===== config.mk =====
export PLATFORM = sky130hd
export DESIGN_NAME = audio_mixer
export DESIGN_NICKNAME = d
export VERILOG_FILES = /design/src/rtl/audio_mixer_pkg.sv /design/src/rtl/audio_mixer_dc_block.sv /design/src/rtl/audio_mixer.sv
export SDC_FILE = /design/constraint.sdc
export NUM_CORES = 1
export LEC_CHECK = 0
export ABC_AREA = 0
export CELL_PAD_IN_SITES_DETAIL_PLACEMENT = 0
export CELL_PAD_IN_SITES_GLOBAL_PLACEMENT = 2
export CORE_MARGIN = 2
export CORE_UTILIZATION = 38
export CTS_BUF_LIST = sky130_fd_sc_hd__clkbuf_4 sky130_fd_sc_hd__clkbuf_8 sky130_fd_sc_hd__clkbuf_16
export DETAILED_ROUTE_END_ITERATION = 6
export PLACE_DENSITY = 0.81
export SYNTH_ARGS = -nofsm -noshare
export SYNTH_HDL_FRONTEND = slang
export SYNTH_HIERARCHICAL = 1
export SYNTH_SLANG_ARGS = --single-unit

===== constraint.sdc =====
create_clock -name clk -period 8.6 [get_ports clk]
set_input_delay 1.29 -clock clk [delete_from_list [all_inputs] [get_ports clk]]
set_output_delay 1.29 -clock clk [all_outputs]
set_load 0.02 [all_outputs]

===== src/rtl/audio_mixer_pkg.sv =====
// Shared types and helpers for the N-channel audio mixer.
// Optional DC blocking is enabled with AUDIO_MIXER_DC_BLOCK_EN.
package audio_mixer_pkg;

    typedef enum logic [2:0] {
        ST_IDLE  = 3'd0,
        ST_ACCUM = 3'd1,
        ST_SAT   = 3'd2,
        ST_DCB   = 3'd3,
        ST_OUT   = 3'd4
    } mix_state_t;

    localparam int DCB_POLE_SHIFT = 10;

    function automatic int acc_width(
        input int in_w,
        input int gain_w,
        input int num_ch
    );
        return in_w + gain_w + $clog2(num_ch) + 1;
    endfunction

    function automatic int gain_unity(input int gain_w);
        return 1 << (gain_w - 1);
    endfunction

    function automatic logic signed [63:0] saturate(
        input logic signed [63:0] x,
        input int                 w
    );
        logic signed [63:0] hi;
        logic signed [63:0] lo;
        hi = (64'sd1 <<< (w - 1)) - 64'sd1;
        lo = -(64'sd1 <<< (w - 1));
        if (x > hi) begin
            return hi;
        end else if (x < lo) begin
            return lo;
        end
        return x;
    endfunction

    function automatic logic is_clipped(
        input logic signed [63:0] x,
        input int                 w
    );
        logic signed [63:0] hi;
        logic signed [63:0] lo;
        hi = (64'sd1 <<< (w - 1)) - 64'sd1;
        lo = -(64'sd1 <<< (w - 1));
        return (x > hi) || (x < lo);
    endfunction

endpackage


===== src/rtl/audio_mixer_dc_block.sv =====
// First-order DC blocker applied to the saturated mix.
// Used only when AUDIO_MIXER_DC_BLOCK_EN is defined.
module audio_mixer_dc_block #(
    parameter int OUT_WIDTH = 16
) (
    input  logic                        clk,
    input  logic                        rst_n,
    input  logic                        en,
    input  logic signed [OUT_WIDTH-1:0] x,
    output logic signed [OUT_WIDTH-1:0] y,
    output logic                        clip
);
    import audio_mixer_pkg::*;

    localparam int W = OUT_WIDTH + 2;

    logic signed [OUT_WIDTH-1:0] x_prev;
    logic signed [W-1:0]         sum;
    logic signed [63:0]          wide;

    // y doubles as y_prev: it holds the last filtered output
    always_comb begin
        sum = W'(x) - W'(x_prev) + W'(y)
            - W'(y >>> DCB_POLE_SHIFT);
        wide = 64'(sum);
        clip = en && is_clipped(wide, OUT_WIDTH);
    end

    always_ff @(posedge clk or negedge rst_n) begin
        if (!rst_n) begin
            x_prev <= '0;
            y      <= '0;
        end else if (en) begin
            x_prev <= x;
            y      <= OUT_WIDTH'(saturate(wide, OUT_WIDTH));
        end
    end

endmodule


===== src/rtl/audio_mixer.sv =====
// Serial MAC audio mixer with per-channel gain, mute and saturation.
// Define AUDIO_MIXER_DC_BLOCK_EN to add a DC-blocking stage.
module audio_mixer #(
    parameter int                NUM_CH     = 4,
    parameter int                IN_WIDTH   = 16,
    parameter int                OUT_WIDTH  = 16,
    parameter int                GAIN_WIDTH = 8,
    parameter logic [NUM_CH-1:0] CH_SIGNED  = '0,
    localparam int GCH_W = (NUM_CH > 1) ? $clog2(NUM_CH) : 1
) (
    input  logic                         clk,
    input  logic                         rst_n,
    input  logic                         sample_strobe_i,
    input  logic [NUM_CH*IN_WIDTH-1:0]   ch_data_i,
    input  logic [NUM_CH-1:0]            mute_i,
    input  logic                         gain_wr_i,
    input  logic [GCH_W-1:0]             gain_ch_i,
    input  logic [GAIN_WIDTH-1:0]        gain_i,
    input  logic                         clip_clr_i,
    output logic signed [OUT_WIDTH-1:0]  audio_o,
    output logic                         valid_o,
    output logic                         busy_o,
    output logic                         clip_o,
    output logic                         overrun_o
);
    import audio_mixer_pkg::*;

    localparam int IDX_W  = GCH_W;
    localparam int ACC_W  = acc_width(IN_WIDTH, GAIN_WIDTH, NUM_CH);
    localparam int PROD_W = IN_WIDTH + GAIN_WIDTH + 1;
    localparam int SH     = OUT_WIDTH - IN_WIDTH;
    localparam int LSH    = (SH > 0) ? SH : 0;
    localparam int RSH    = (SH < 0) ? -SH : 0;
    localparam logic [GAIN_WIDTH-1:0] UNITY =
        GAIN_WIDTH'(gain_unity(GAIN_WIDTH));
    localparam logic [IDX_W-1:0] LAST = IDX_W'(NUM_CH - 1);

    mix_state_t state;
    logic [IDX_W-1:0]        idx;
    logic signed [ACC_W-1:0] acc;

    logic [GAIN_WIDTH-1:0] gain      [NUM_CH];
    logic [GAIN_WIDTH-1:0] snap_gain [NUM_CH];
    logic [IN_WIDTH-1:0]   snap_data [NUM_CH];
    logic [NUM_CH-1:0]     snap_mute;

    logic [IN_WIDTH-1:0]         cur_raw;
    logic signed [PROD_W-1:0]    ext_s;
    logic signed [PROD_W-1:0]    ext_g;
    logic signed [PROD_W-1:0]    prod;
    logic signed [63:0]          aligned;
    logic signed [OUT_WIDTH-1:0] sat_val;
    logic signed [OUT_WIDTH-1:0] sat_q;
    logic signed [OUT_WIDTH-1:0] out_val;
    logic                        sat_clip;
    logic                        dcb_clip;
    logic                        clip_set;
    logic                        ovr_set;

`ifdef AUDIO_MIXER_DC_BLOCK_EN
    localparam mix_state_t POST_SAT = ST_DCB;

    audio_mixer_dc_block #(
        .OUT_WIDTH (OUT_WIDTH)
    ) u_dc_block (
        .clk   (clk),
        .rst_n (rst_n),
        .en    (state == ST_DCB),
        .x     (sat_q),
        .y     (out_val),
        .clip  (dcb_clip)
    );
`else
    localparam mix_state_t POST_SAT = ST_OUT;

    assign out_val  = sat_q;
    assign dcb_clip = 1'b0;
`endif

    // Offset-binary channels become two's complement by flipping the MSB
    always_comb begin
        cur_raw = snap_data[idx];
        if (!CH_SIGNED[idx]) begin
            cur_raw[IN_WIDTH-1] = ~cur_raw[IN_WIDTH-1];
        end
        ext_s = PROD_W'($signed(cur_raw));
        ext_g = $signed(PROD_W'(snap_gain[idx]));
        prod  = snap_mute[idx] ? '0 : ext_s * ext_g;
    end

    always_comb begin
        aligned  = 64'(acc);
        aligned  = aligned >>> (GAIN_WIDTH - 1);
        aligned  = (aligned <<< LSH) >>> RSH;
        sat_val  = OUT_WIDTH'(saturate(aligned, OUT_WIDTH));
        sat_clip = is_clipped(aligned, OUT_WIDTH);
    end

    assign busy_o   = (state != ST_IDLE);
    assign clip_set = ((state == ST_SAT) && sat_clip) || dcb_clip;
    assign ovr_set  = sample_strobe_i && (state != ST_IDLE);

    always_ff @(posedge clk or negedge rst_n) begin
        if (!rst_n) begin
            for (int i = 0; i < NUM_CH; i++) begin
                gain[i] <= UNITY;
            end
        end else if (gain_wr_i && (int'(gain_ch_i) < NUM_CH)) begin
            gain[gain_ch_i] <= gain_i;
        end
    end

    always_ff @(posedge clk or negedge rst_n) begin
        if (!rst_n) begin
            clip_o    <= 1'b0;
            overrun_o <= 1'b0;
        end else begin
            if (clip_set) begin
                clip_o <= 1'b1;
            end else if (clip_clr_i) begin
                clip_o <= 1'b0;
            end
            if (ovr_set) begin
                overrun_o <= 1'b1;
            end else if (clip_clr_i) begin
                overrun_o <= 1'b0;
            end
        end
    end

    always_ff @(posedge clk or negedge rst_n) begin
        if (!rst_n) begin
            state     <= ST_IDLE;
            idx       <= '0;
            acc       <= '0;
            sat_q     <= '0;
            audio_o   <= '0;
            valid_o   <= 1'b0;
            snap_mute <= '0;
            for (int i = 0; i < NUM_CH; i++) begin
                snap_data[i] <= '0;
                snap_gain[i] <= '0;
            end
        end else begin
            valid_o <= 1'b0;
            unique case (state)
                ST_IDLE: begin
                    if (sample_strobe_i) begin
                        state     <= ST_ACCUM;
                        acc       <= '0;
                        idx       <= '0;
                        snap_mute <= mute_i;
                        for (int i = 0; i < NUM_CH; i++) begin
                            snap_data[i] <=
                                ch_data_i[i*IN_WIDTH +: IN_WIDTH];
                            snap_gain[i] <= gain[i];
                        end
                    end
                end
                ST_ACCUM: begin
                    acc <= acc + ACC_W'(prod);
                    if (idx == LAST) begin
                        state <= ST_SAT;
                    end else begin
                        idx <= idx + 1'b1;
                    end
                end
                ST_SAT: begin
                    sat_q <= sat_val;
                    state <= POST_SAT;
                end
                ST_DCB: begin
                    state <= ST_OUT;
                end
                ST_OUT: begin
                    audio_o <= out_val;
                    valid_o <= 1'b1;
                    state   <= ST_IDLE;
                end
                default: begin
                    state <= ST_IDLE;
                end
            endcase
        end
    end

endmodule

==> results of run 1 <==
-- stage by stage --
stage | std cells | hold WS (ps) | cell area (um2)
floorplan | 1497 | 433 | 14100
global placement | 2024 | 441 | 15600
detailed placement | 2024 | 442 | 15600
CTS | 2056 | 440 | 16200
global route | 2056 | 458 | 16200
finish | 2056 | 440 | 16200
-- routing by layer --
layer / global-route usage [%] / up-vias / wire (um)
met5: 0 / - / 0
met4: 5.58 / 0 / 555
met3: 2.87 / 26 / 860
met2: 29.3 / 131 / 15600
met1: 26.3 / 4969 / 16500
li1: - / 4970 / -
-- worst reg2reg max path: stages, from the launching register on --
cell and delay (ps):
dfrtp_2 570, buf_4 280, mux4_2 630, and2_1 220, fa_1 420, fa_1 550, inv_1 50, fa_1 470
fa_1 550, inv_1 50, ha_1 380, o21a_1 220, o31a_1 140, o21ai_0 330, nand2b_1 180, o21bai_1 110
a21o_1 180, a21oi_1 180, xor2_1 170, nor2_1 60, ha_1 360, a21o_1 200, or4b_1 510, o221ai_1 270
a21oi_1 160, o31ai_1 380, o32a_1 200, nand3_1 80
-- worst max-delay path by stage --
stage,from,to,slack [ps],cells after the start
2_1_floorplan,idx[0],acc[25],1070,29
3_3_place_gp,idx[0],acc[25],700,27
3_5_place_dp,idx[0],acc[25],580,27
4_1_cts,idx[0],acc[25],540,27
5_1_grt,idx[0],acc[25],40,27
6_report,idx[0],acc[25],590,27
-- registers in the layout, indices dropped and copies added, names as in the netlist --
register   flops
idx            2
state          3
valid_o        1
out_val       16
overrun_o      1
clip_o         1
gain          32
snap_data     64
acc           27
snap_mute      4
audio_o       16
snap_gain     32
-- Yosys cell counts, types with 5 or more instances --
library cell    n  share of area, %
a21oi_1        62               2.2
nand4_1         7              0.31
xor2_1         22               1.4
ha_1           76               6.8
a211oi_1       10              0.53
nand2_1       405                11
fa_1          103                15
buf_2           5              0.18
o21a_1          5              0.27
and2_1         58               2.6
nor3_1          6              0.21
clkbuf_1       49               1.3
nor2b_1        20              0.89
mux4_2         25               4.0
mux2_2         51               4.1
o21ai_0        40               1.4
nand3_1        25              0.89
nor2_1         59               1.6
a21o_1         14              0.75
nand2b_1        8              0.36
dfrtp_1       195                35
xnor2_1        18               1.1
o31ai_1         6              0.32
o211ai_1        6              0.32
inv_1         171               4.6
-- area by class of cell --
cell class	count	area, um2
clock buffer	20	448
clock inverter	12	135
fill	3621	20400
inverter	171	642
multi-input combinational	1071	8240
sequential	199	4990
tap	468	586
timing repair buffer	115	1120
-- cell usage in the layout (no fill, tap or decap), types with 4 or more instances in the layout --
cell and count:
mux2_2 51, inv_6 4, clkdlybuf4s50_1 101, o211ai_1 6, inv_1 171, and2_1 57, nand3b_1 4, nor2b_1 19
ha_1 76, fa_1 103, nor2_1 59, nand2b_1 8, xor2_1 22, a211oi_1 10, and3_1 4, nand2_1 404
xnor2_1 18, o21bai_1 4, o21a_1 5, mux4_2 25, a21oi_1 62, o31ai_1 6, o21ai_0 40, nand3_1 25
clkbuf_16 17, dfrtp_1 194, a21o_1 14, nor3_1 6, dfstp_2 4, nand4_1 7, buf_4 13
-- cell families (layout without fill, tap and decap cells) --
group           Yosys count  in the layout
mux                      76             76
buf+inv                 227            318
flops                   199            199
xor+xnor                 40             40
compound gates          171            171
simple gates            605            605
fa+ha+maj               179            179
==> flow_metrics.env, run 1 <==
export IMPL_outcome="completed"
export IMPL_syn_inst=1497
export IMPL_synth_top_flop_cell="dfrtp_1"
export IMPL_grt_max_degree=100
export IMPL_worst_ep_arrival_time_ps=8350
export IMPL_cts_root_buf="clkbuf_16"
export IMPL_routed_wirelength_um=33600
export IMPL_max_freq_mhz=125
export IMPL_numPortBuffers=102
export IMPL_antenna_found_initial=0
export IMPL_rows=70
export IMPL_timing_final_crit_period_ps=8010
export IMPL_holdBufCountCts=0
export IMPL_cp_end_kind="flip-flop"
export IMPL_crit_fanout=10
export IMPL_worstPathRequired_ps=8940
export IMPL_synth_distinct_cells=54
export IMPL_grt_pass1_vias=10600
export IMPL_rsz0062_at_grt="false"
export IMPL_synthAdderAreaFrac_pct=21.4
export IMPL_dp_hpwl_um=25500
export IMPL_worst_pin_slew_ps=1070
export IMPL_dieArea_mm2=0.0386
export IMPL_crit_path_top_delay_cell="mux4_2"
export IMPL_synth_edf_count=0
export IMPL_cts_tree="done"
export IMPL_crit_type="flip-flop to flip-flop"
export IMPL_cts_buffers=17
export IMPL_grt_overflow_total=0
export IMPL_path_clk_slew_ps=90
export IMPL_track_usage_pct=18.5
export IMPL_core_area_mm2=0.0365
export IMPL_drt_iter0_markers=517
export IMPL_start_util_pct=38.5
export IMPL_cpPeakStageDelay_ps=630
export IMPL_drc=0
export IMPL_finalSetupViolCount=0
export IMPL_yosys_warnings=6
export IMPL_setup_tns_final_ps=0
export IMPL_crit_family="adder cells"
export IMPL_netlist_area_mm2=0.0141
export IMPL_cp_num_buf_inv=3
export IMPL_hold_class="flip-flop to flip-flop"
export IMPL_clock_latency_ps=460
export IMPL_cap_violations=0
export IMPL_cts_resized_gates=0
export IMPL_drtAntennaViolNets=0
export IMPL_muxShareOfSynthArea_pct=8.09
export IMPL_startpoint_type="flip-flop"
export IMPL_drv_slew=0
export IMPL_post_cts_buffers=0
export IMPL_min_path_cells=2
export IMPL_syn2layout_area_growth_pct=14.9
export IMPL_hold_start="gain[3]"
export IMPL_clock_sinks=199
export IMPL_die_h_um=196
export IMPL_regToRegSetupSlack_ps=590
export IMPL_ys_ff_latch=199
export IMPL_synth_top_family_by_area="adder cells"
export IMPL_avgSynthCellArea_um2=9.39
export IMPL_r2r_start="idx[0]"
export IMPL_async_reset_ff_share_pct=100
export IMPL_synth_simple_area_share_pct=18.5
export IMPL_gp_congestion=0.849
export IMPL_ios=103
export IMPL_holdPathEnd="snap_gain[3]"
export IMPL_final_setup_skew_ps=16.4
export IMPL_wl_per_cell_um=16.3
export IMPL_min_period_over_period_pct=93.2
export IMPL_finalWorstSetupSlack_ps=587
export IMPL_drive_above_1_share_pct=8.88
export IMPL_synth_compound_area_share_pct=7.90
export IMPL_synthXorXnorAreaFrac_pct=2.49
export IMPL_finalHoldViolations=0
export IMPL_via_per_inst=4.91
export IMPL_ctsHtreeMaxLevel=4
export IMPL_max_slew_margin_rel_pct=28.9
export IMPL_syn_num_nets=1759
export IMPL_utilization_pct=44.2
export IMPL_nets=1837
export IMPL_place_ws_ps=582
export IMPL_ys_seq_area_share_pct=35.4
export IMPL_grt_pass1_wl_um=55900
export IMPL_num_antenna_cells=0
export IMPL_drtPass1Iterations=5
export IMPL_clockBufferDepth=2
export IMPL_fp_dieW_um=196
export IMPL_rr_worst_depth=27
export IMPL_worstReg2RegEnd="acc[25]"
export IMPL_vias=10100
export IMPL_critical_path_most_common_cell="fa_1"
Power of run 1 is left out: the tool's default activity adds up to more than one toggle a clock period on the data nets, which glitch-free logic cannot reach.
==> run 2: changes to the inputs <==
--- a/config.mk
+++ b/config.mk
@@ -11,6 +11,7 @@
 export CORE_MARGIN = 2
 export CORE_UTILIZATION = 38
 export CTS_BUF_LIST = sky130_fd_sc_hd__clkbuf_4 sky130_fd_sc_hd__clkbuf_8 sky130_fd_sc_hd__clkbuf_16
+export CTS_CLUSTER_SIZE = 25
 export DETAILED_ROUTE_END_ITERATION = 6
 export PLACE_DENSITY = 0.81
 export SYNTH_ARGS = -nofsm -noshare
==> constraint.sdc (replaced) <==
create_clock -name clk -period 8.6 [get_ports clk]
set_input_delay 2.58 -clock clk [delete_from_list [all_inputs] [get_ports clk]]
set_output_delay 2.58 -clock clk [all_outputs]
set_load 0.02 [all_outputs]
==> results of run 2 <==
The final DEF is identical to that of run 1. Status: completed.
Power of run 2 is left out for the same reason.
==> run 3: changes to the inputs <==
--- a/config.mk
+++ b/config.mk
@@ -9,11 +9,12 @@
 export CELL_PAD_IN_SITES_DETAIL_PLACEMENT = 0
 export CELL_PAD_IN_SITES_GLOBAL_PLACEMENT = 2
 export CORE_MARGIN = 2
-export CORE_UTILIZATION = 38
+export CORE_UTILIZATION = 35
 export CTS_BUF_LIST = sky130_fd_sc_hd__clkbuf_4 sky130_fd_sc_hd__clkbuf_8 sky130_fd_sc_hd__clkbuf_16
 export CTS_CLUSTER_SIZE = 25
 export DETAILED_ROUTE_END_ITERATION = 6
-export PLACE_DENSITY = 0.81
+export PLACE_DENSITY = 0.75
+export SKIP_LAST_GASP = 1
 export SYNTH_ARGS = -nofsm -noshare
 export SYNTH_HDL_FRONTEND = slang
 export SYNTH_HIERARCHICAL = 1
==> flow_metrics.env, run 3 (synthesis gave the netlist of run 1 again) <==
export IMPL_grt_pass1_vias=10700
export IMPL_ios=103
export IMPL_rows=73
export IMPL_drc=0
export IMPL_numPortBuffers=102
export IMPL_cts_resized_gates=0
export IMPL_drv_slew=0
export IMPL_grt_overflow_total=0
export IMPL_clockBufferDepth=2
export IMPL_track_usage_pct=16.9
export IMPL_worst_pin_slew_ps=929
export IMPL_crit_fanout=21
export IMPL_top_usage_layer="met2"
export IMPL_grt_use_met3_pct=2.58
export IMPL_startpoint_type="flip-flop"
export IMPL_cp_end_kind="flip-flop"
export IMPL_reg_largest_list="snap_data: 64 flops, gain: 32 flops, snap_gain: 32 flops"
export IMPL_antenna_found_initial=0
export IMPL_layout_common_cells="nand2_1, dfrtp_1, inv_1"
export IMPL_vias=10100
export IMPL_clock_latency_ps=460
export IMPL_syn2layout_area_growth_pct=15.4
export IMPL_multiInputGateArea_mm2=0.00824
export IMPL_clock_sinks=199
export IMPL_max_freq_mhz=126
export IMPL_core_area_mm2=0.0397
export IMPL_register_area_mm2=0.00499
export IMPL_path_clk_slew_ps=80
export IMPL_largest_reg_flops=64
export IMPL_nets=1834
export IMPL_min_period_over_period_pct=92.4
export IMPL_wl_per_cell_um=15.8
export IMPL_max_slew_margin_rel_pct=38.0
export IMPL_dieArea_mm2=0.0418
export IMPL_gp_congestion=0.825
export IMPL_cts_tree="done"
export IMPL_gr_usage_met2_pct=27.2
export IMPL_grt_pass1_wl_um=56400
export IMPL_setup_tns_final_ps=0
export IMPL_ctsHtreeMaxLevel=4
export IMPL_holdBufCountCts=0
export IMPL_drive_above_1_share_pct=8.71
export IMPL_worst_ep_arrival_time_ps=8290
export IMPL_finalSetupViolCount=0
export IMPL_post_cts_buffers=0
export IMPL_final_common_cell="nand2_1"
export IMPL_timing_final_crit_period_ps=7950
export IMPL_drtAntennaViolNets=0
export IMPL_grt_max_degree=154
export IMPL_drtPass1Iterations=5
export IMPL_outcome="completed"
export IMPL_nFillCells=4032
export IMPL_cts_buffers=17
export IMPL_hold_class="flip-flop to flip-flop"
export IMPL_finalHoldViolations=0
export IMPL_dp_hpwl_um=25400
export IMPL_cts_root_buf="clkbuf_16"
export IMPL_num_antenna_cells=0
export IMPL_start_util_pct=35.4
export IMPL_crit_type="flip-flop to flip-flop"
export IMPL_final_setup_skew_ps=14.7
export IMPL_die_h_um=204
export IMPL_worstPathRequired_ps=8940
export IMPL_routed_wirelength_um=33400
export IMPL_via_per_inst=4.79
export IMPL_gr_usage_met1_pct=24.2
export IMPL_rsz0062_at_grt="false"
export IMPL_drt_iter0_markers=506
export IMPL_fp_dieW_um=204
export IMPL_top_register="snap_data"
export IMPL_cap_violations=0
-- run 3: cell count changes in the layout (fill, tap and decap cells not counted), moves of 2 or more --
cell,change
buf_12,+2
buf_4,-5
clkbuf_4,-2
clkinvlp_4,+2
inv_8,+2
-- run 3: path summary, 6_finish.rpt --
path | to | cells after the start | slack (ps) | from
max | acc[25] | 27 | 650 | idx[0]
min | snap_gain[24] | 2 | 470 | gain[24]
max reg2reg | acc[25] | 27 | 650 | idx[0]
min reg2reg | snap_gain[24] | 2 | 470 | gain[24]
max in group asynchronous | snap_data[38] | 2 | 5320 | rst_n
min in group asynchronous | audio_o[14] | 1 | 2070 | rst_n
-- run 3: stage by stage --
stage               hold slack [ps]  cell area (um2)  util, %  cells  setup slack [ps]
floorplan                       433            14100        -   1497              1070
global placement                445            15600     39.4   2078               716
detailed placement              448            15600     39.4   2078               601
CTS                             462            16200     40.9   2110               595
global route                    490            16200     40.9   2110               188
finish                          467            16200     40.9   2110               652
-- run 3: area by class of cell --
class	count	area share [%]
clock buffer	19	2.75
inverter	171	3.95
sequential	199	30.7
timing repair buffer	112	6.93
multi-input combinational	1071	50.8
clock inverter	13	0.840
tap	525	4.05
-- run 3: critical path, cell delays in order (launching register included) --
cell	delay (ps)
dfrtp_2	520
buf_12	250
mux4_2	720
and2_1	240
fa_1	450
fa_1	550
inv_1	50
fa_1	470
fa_1	540
inv_1	40
ha_1	380
o21a_1	210
o31a_1	140
o21ai_0	260
nand2b_1	160
o21bai_1	110
a21o_1	190
a21oi_1	170
xor2_1	160
nor2_1	70
ha_1	360
a21o_1	200
or4b_1	500
o221ai_1	270
a21oi_1	160
o31ai_1	380
o32a_1	200
nand3_1	70
-- run 3: per-layer routing --
metal	up-vias	share of wire, %
li1	4966	-
met3	18	2.6
met4	0	1.0
met5	-	0
met2	107	47
met1	5026	50
Power of run 3 is left out for the same reason.
